==> src/rtl/seq_scan_ctrl_pkg.sv <==
// Shared definitions for the frame-level scan controller and its bench.
package seq_scan_ctrl_pkg;

    // Controller FSM encoding; all four codes are used.
    typedef enum logic [1:0] {
        ST_IDLE  = 2'd0,
        ST_CLEAR = 2'd1,
        ST_SHIFT = 2'd2,
        ST_DONE  = 2'd3
    } state_e;

    // Pattern recognised by the serial detector, first bit in the MSB.
    localparam logic [5:0] DET_PATTERN = 6'b110101;

endpackage

==> src/rtl/seq_scan_ctrl_shift_reg.sv <==
// Loadable MSB-first left-shift register with its bit counter and last-bit flag.
module scan_shift_reg #(
    parameter int DATA_W = 16,
    parameter int IDX_W  = 4
) (
    input  logic              clk,
    input  logic              reset_n,
    input  logic              load_i,
    input  logic [DATA_W-1:0] data_i,
    input  logic              shift_i,
    input  logic              count_i,
    output logic              msb_o,
    output logic [IDX_W-1:0]  bit_cnt_o,
    output logic              last_o
);

    logic [DATA_W-1:0] sr_q;
    logic [IDX_W-1:0]  cnt_q;

    // Load has priority; shifting and counting are separate so the first bit
    // can be presented before any bit has been sampled.
    always_ff @(posedge clk or negedge reset_n) begin
        if (!reset_n) begin
            sr_q  <= '0;
            cnt_q <= '0;
        end else if (load_i) begin
            sr_q  <= data_i;
            cnt_q <= '0;
        end else begin
            if (shift_i) begin
                sr_q <= {sr_q[DATA_W-2:0], 1'b0};
            end
            if (count_i) begin
                cnt_q <= cnt_q + 1'b1;
            end
        end
    end

    assign msb_o     = sr_q[DATA_W-1];
    assign bit_cnt_o = cnt_q;
    assign last_o    = (cnt_q == IDX_W'(DATA_W - 1));

endmodule

==> src/rtl/seq_scan_ctrl.sv <==
// Frame controller: clears the pattern detector, shifts one word through it
// MSB-first and reports the per-frame hit count and first-hit position.
module seq_scan_ctrl
    import seq_scan_ctrl_pkg::*;
#(
    parameter int DATA_W = 16,
    parameter int CNT_W  = 4,
    parameter int IDX_W  = 4
) (
    input  logic              clk,
    input  logic              reset_n,
    input  logic              in_valid,
    output logic              in_ready,
    input  logic [DATA_W-1:0] in_data,
    input  logic              abort,
    output logic              det_rst_n,
    output logic              det_d_in,
    input  logic              det_hit,
    output logic              busy,
    output logic              result_valid,
    output logic [CNT_W-1:0]  hit_count,
    output logic              hit_any,
    output logic [IDX_W-1:0]  first_hit_idx
);

    state_e             state_q;
    logic               in_ready_q, busy_q, result_valid_q;
    logic               det_rst_n_q, det_d_in_q;
    logic [CNT_W-1:0]   hit_count_q, wcnt_q, wcnt_d;
    logic               hit_any_q, wany_q, wany_d;
    logic [IDX_W-1:0]   first_hit_idx_q, widx_q, widx_d;

    logic               accept;
    logic               sr_shift, sr_count;
    logic               sr_msb, sr_last;
    logic [IDX_W-1:0]   bit_cnt;

    assign accept   = (state_q == ST_IDLE) && in_valid && in_ready_q;
    // The first bit is presented at the end of CLEAR, so the register shifts
    // there too, but only sampled SHIFT cycles advance the bit counter.
    assign sr_shift = ((state_q == ST_CLEAR) || (state_q == ST_SHIFT)) && !abort;
    assign sr_count = (state_q == ST_SHIFT) && !abort;

    scan_shift_reg #(
        .DATA_W (DATA_W),
        .IDX_W  (IDX_W)
    ) u_shift (
        .clk       (clk),
        .reset_n   (reset_n),
        .load_i    (accept),
        .data_i    (in_data),
        .shift_i   (sr_shift),
        .count_i   (sr_count),
        .msb_o     (sr_msb),
        .bit_cnt_o (bit_cnt),
        .last_o    (sr_last)
    );

    // Working accumulator update for the bit presented this cycle.
    always_comb begin
        wcnt_d = wcnt_q;
        wany_d = wany_q | det_hit;
        widx_d = widx_q;
        if (det_hit && (wcnt_q != {CNT_W{1'b1}})) begin
            wcnt_d = wcnt_q + 1'b1;
        end
        if (det_hit && !wany_q) begin
            widx_d = bit_cnt;
        end
    end

    // Frame FSM with all outputs registered.
    always_ff @(posedge clk or negedge reset_n) begin
        if (!reset_n) begin
            state_q         <= ST_IDLE;
            in_ready_q      <= 1'b1;
            busy_q          <= 1'b0;
            result_valid_q  <= 1'b0;
            det_rst_n_q     <= 1'b1;
            det_d_in_q      <= 1'b0;
            hit_count_q     <= '0;
            hit_any_q       <= 1'b0;
            first_hit_idx_q <= '0;
            wcnt_q          <= '0;
            wany_q          <= 1'b0;
            widx_q          <= '0;
        end else begin
            case (state_q)
                ST_IDLE: begin
                    in_ready_q     <= 1'b1;
                    busy_q         <= 1'b0;
                    result_valid_q <= 1'b0;
                    det_rst_n_q    <= 1'b1;
                    det_d_in_q     <= 1'b0;
                    if (accept) begin
                        state_q     <= ST_CLEAR;
                        in_ready_q  <= 1'b0;
                        busy_q      <= 1'b1;
                        det_rst_n_q <= 1'b0;
                        wcnt_q      <= '0;
                        wany_q      <= 1'b0;
                        widx_q      <= '0;
                    end
                end
                ST_CLEAR: begin
                    det_rst_n_q <= 1'b1;
                    if (abort) begin
                        state_q    <= ST_IDLE;
                        in_ready_q <= 1'b1;
                        busy_q     <= 1'b0;
                        det_d_in_q <= 1'b0;
                    end else begin
                        state_q    <= ST_SHIFT;
                        det_d_in_q <= sr_msb;
                    end
                end
                ST_SHIFT: begin
                    if (abort) begin
                        state_q    <= ST_IDLE;
                        in_ready_q <= 1'b1;
                        busy_q     <= 1'b0;
                        det_d_in_q <= 1'b0;
                    end else begin
                        wcnt_q <= wcnt_d;
                        wany_q <= wany_d;
                        widx_q <= widx_d;
                        if (sr_last) begin
                            // Results include the final bit's sample.
                            state_q         <= ST_DONE;
                            busy_q          <= 1'b0;
                            result_valid_q  <= 1'b1;
                            det_d_in_q      <= 1'b0;
                            hit_count_q     <= wcnt_d;
                            hit_any_q       <= wany_d;
                            first_hit_idx_q <= widx_d;
                        end else begin
                            det_d_in_q <= sr_msb;
                        end
                    end
                end
                ST_DONE: begin
                    state_q        <= ST_IDLE;
                    result_valid_q <= 1'b0;
                    in_ready_q     <= 1'b1;
                end
                default: begin
                    state_q         <= ST_IDLE;
                    in_ready_q      <= 1'b1;
                    busy_q          <= 1'b0;
                    result_valid_q  <= 1'b0;
                    det_rst_n_q     <= 1'b1;
                    det_d_in_q      <= 1'b0;
                    hit_count_q     <= '0;
                    hit_any_q       <= 1'b0;
                    first_hit_idx_q <= '0;
                end
            endcase
        end
    end

    assign in_ready      = in_ready_q;
    assign busy          = busy_q;
    assign result_valid  = result_valid_q;
    assign det_rst_n     = det_rst_n_q;
    assign det_d_in      = det_d_in_q;
    assign hit_count     = hit_count_q;
    assign hit_any       = hit_any_q;
    assign first_hit_idx = first_hit_idx_q;

endmodule

==> config.mk <==
export PLATFORM = sky130hd
export DESIGN_NAME = seq_scan_ctrl
export DESIGN_NICKNAME = d
export VERILOG_FILES = /design/src/rtl/seq_scan_ctrl_pkg.sv /design/src/rtl/seq_scan_ctrl_shift_reg.sv /design/src/rtl/seq_scan_ctrl.sv
export SDC_FILE = /design/constraint.sdc
export NUM_CORES = 1
export LEC_CHECK = 0
export ABC_AREA = 0
export CAP_MARGIN = 20
export CORE_AREA = 2 2 78 80
export CTS_CLUSTER_SIZE = 14
export DETAILED_ROUTE_END_ITERATION = 10
export DIE_AREA = 0 0 80 82
export GPL_TIMING_DRIVEN = 1
export SLEW_MARGIN = 5
export SYNTH_ARGS = -nofsm -noshare
export SYNTH_HDL_FRONTEND = slang
export SYNTH_SLANG_ARGS = --single-unit
==> constraint.sdc <==
create_clock -name clk -period 2.1 [get_ports clk]
set_input_delay 0.42 -clock clk [delete_from_list [all_inputs] [get_ports clk]]
set_output_delay 0.42 -clock clk [all_outputs]
set_load 0.02 [all_outputs]
==> impl_metrics.yaml <==
setup_path:
  critPathLaunchType: "register"
  cp_max_fo: 4
  worstSetupPathDepth: 1
  ff2ff_path_depth: 5
  critPathBufInv: 1
  critPathRequiredTime_ns: 1.68
  endpoint_kind: "output pin"
  cp_top_family: "buffers and inverters"
  critPathMaxStageDelay_ns: 0.61
  arrival_ns: 1.48
  critPathSlowestCell: "clkdlybuf4s50_1"
  critical_path_class: "reg2out"
  cp_cell_sequence: "clkdlybuf4s50_1"
drt:
  routed_wl_um: 4010
  via_per_inst: 4.84
  dr.pass1.iters: 4
  drt_iter0_drc: 35
  drc: 0
  vias: 1568
  wl_per_cell_um: 12.4
  drtAntennaViolNets: 0
grt:
  overflow: 0
  antenna_found_initial: 0
  grt_pass1_wl_um: 7000
  grt_max_degree: 46
  grt_util_all_layers_pct: 13.8
  grt_pass1_vias: 1546
floorplanning:
  die_h_um: 82
  die_w_um: 80
  rows: 28
  die_area_um2: 6560
  initial_core_util_pct: 39.0
  boundaryPins: 35
  core_um2: 5750
pwr:
  p_leak_uw: 0.00120
  power_density_nw_per_um2: 1120
  ir_drop_mv: 0.504
sta:
  setup-tns-final_ns: 0
  slew_headroom_pct: 62.2
  holdWs_ns: 0.188
  finalCritPeriodShare_pct: 90.6
  max_slew.worst_pin.slew_ns: 0.568
  max_clock_freq_mhz: 526
  layout_min_cycle_time_ns: 1.90
  skew_ns: 0.0103
  rsz0062_at_grt: "false"
  hold_viol: 0
  worst_slack_ns: 0.197
  setup_viol: 0
  slew_violations: 0
clock_tree:
  clkLatencyLatePin_ns: 0.30
  cts_setup_buffers: 0
  postCtsHoldBufs: 0
  clk_pin_slew_worst_paths_ns: 0.09
  cts_buffers: 5
  cts_sinks: 45
  cts_root_buffer: "clkbuf_8"
  htree_levels: 2
  clock_path_buffers: 2
  cts_tree: "done"
  cts-resized-gates: 0
cells_and_area:
  diodes: 0
  nFillCells: 575
  design_area_um2: 2750
  area_growth_pct: 22.9
  nNetsFinal: 277
  drive_above_1_share_pct: 12.9
synth:
  synth_seq_area_share_pct: 50.4
  synth_area_leaders: "dfrtp_1 (48%), mux2i_1 (8.5%), nand2_1 (5.9%), ha_1 (4.5%), o21ai_0 (4.5%)"
  async_reset_ff_share_pct: 100
  syn_nets: 240
  synth.most_common_cell: "dfrtp_1"
  yosys.area.top_type: "dfrtp_1"
  yosys-top-cells-count: "dfrtp_1 (43), nand2_1 (35), o21ai_0 (20), mux2i_1 (19), nor2_1 (12)"
  syn_inst: 211
  ys_warn_count: 0
  synth_top_area_share_pct: 48.1
  syn_area_per_cell_um2: 10.6
  netlist_area_um2: 2240
  synth_edf_count: 0
  synth.distinct_cells: 43
  synth_ff_type: "dfrtp_1"
  ys_seq_elements: 45
status:
  status: "finished clean"
run:
  drv_cap: 0
placed_design:
  gp_congestion: 0.707
  place_area_um2: 2660
  portBuffers: 34
  dp_hpwl_um: 2920
  pre_cts_ws_ns: 0.159
worst_hold_path:
  hp-class: "in2async"
-- registers in the layout, summed over array words and instances, names as in the netlist, 2 cells and up --
name / count
first_hit_idx: 4
state_q: 2
wcnt_q: 4
widx_q: 4
u_shift.bit_cnt_o: 4
hit_count: 4
u_shift.sr_q: 16
-- where the power goes --
part | switching (uW) | leakage [uW] | internal [uW]
Combinational | 653 | 0.000566 | 634
Sequential | 152 | 0.000590 | 1110
Clock | 301 | 0.0000439 | 230
Total | 1110 | 0.00120 | 1970
-- cell usage in the layout, fill, tap and decap left out, drive strengths merged, types with 4 or more instances in the layout --
cell	n
dfrtp	43
nand2	35
clkdlybuf4s50	33
o21ai	28
mux2i	19
nor2	12
ha	8
buf	7
nand2b	6
clkbuf	5
a22o	5
inv	4
o21bai	4
-- routing by layer --
| metal | up-vias | share of wire, % | GRT usage (%) |
|---|---|---|---|
| li1 | 812 | - | - |
| met1 | 716 | 52 | 18.5 |
| met2 | 34 | 42 | 21.8 |
| met3 | 6 | 4.6 | 3.74 |
| met4 | 0 | 1.2 | 4.07 |
| met5 | - | 0 | 0 |
-- path summary, 6_finish.rpt --
path,startpoint,to,slack (ns)
worst max-delay path,in_ready,in_ready,0.20
worst min-delay path,reset_n,first_hit_idx[0],0.19
worst max register to register,state_q[0],hit_count[2],0.26
worst min register to register,hit_count[3],hit_count[3],0.48
max in group asynchronous,reset_n,det_rst_n,1.51
min in group clk,hit_count[3],hit_count[3],0.48
-- kinds of logic after synthesis --
kind of cell / Yosys count / share of synthesized area [%]
compound gates: 52 / 15.3
fa+ha+maj: 8 / 4.47
buf+inv: 14 / 3.97
simple gates: 66 / 14.1
xor+xnor: 4 / 1.57
mux: 22 / 10.2
flops: 45 / 50.4
-- final cells by class --
type	instances	area, um2	share of cell area (%)
timing repair buffer	40	405	14.7
sequential	45	1130	41.0
tap	75	93.8	3.41
clock inverter	3	17.5	0.637
inverter	4	15.0	0.546
multi-input combinational	152	1020	37.1
clock buffer	5	68.8	2.50
-- metrics by stage --
step                util [%]  power [uW]  cells
floorplan                  -        2200    211
global placement        46.4        2570    316
detailed placement      46.4        2590    316
CTS                     47.9        3140    324
global route            47.9        3330    324
finish                  47.9        3080    324
Note: power is estimated with default switching activity, not from simulation.
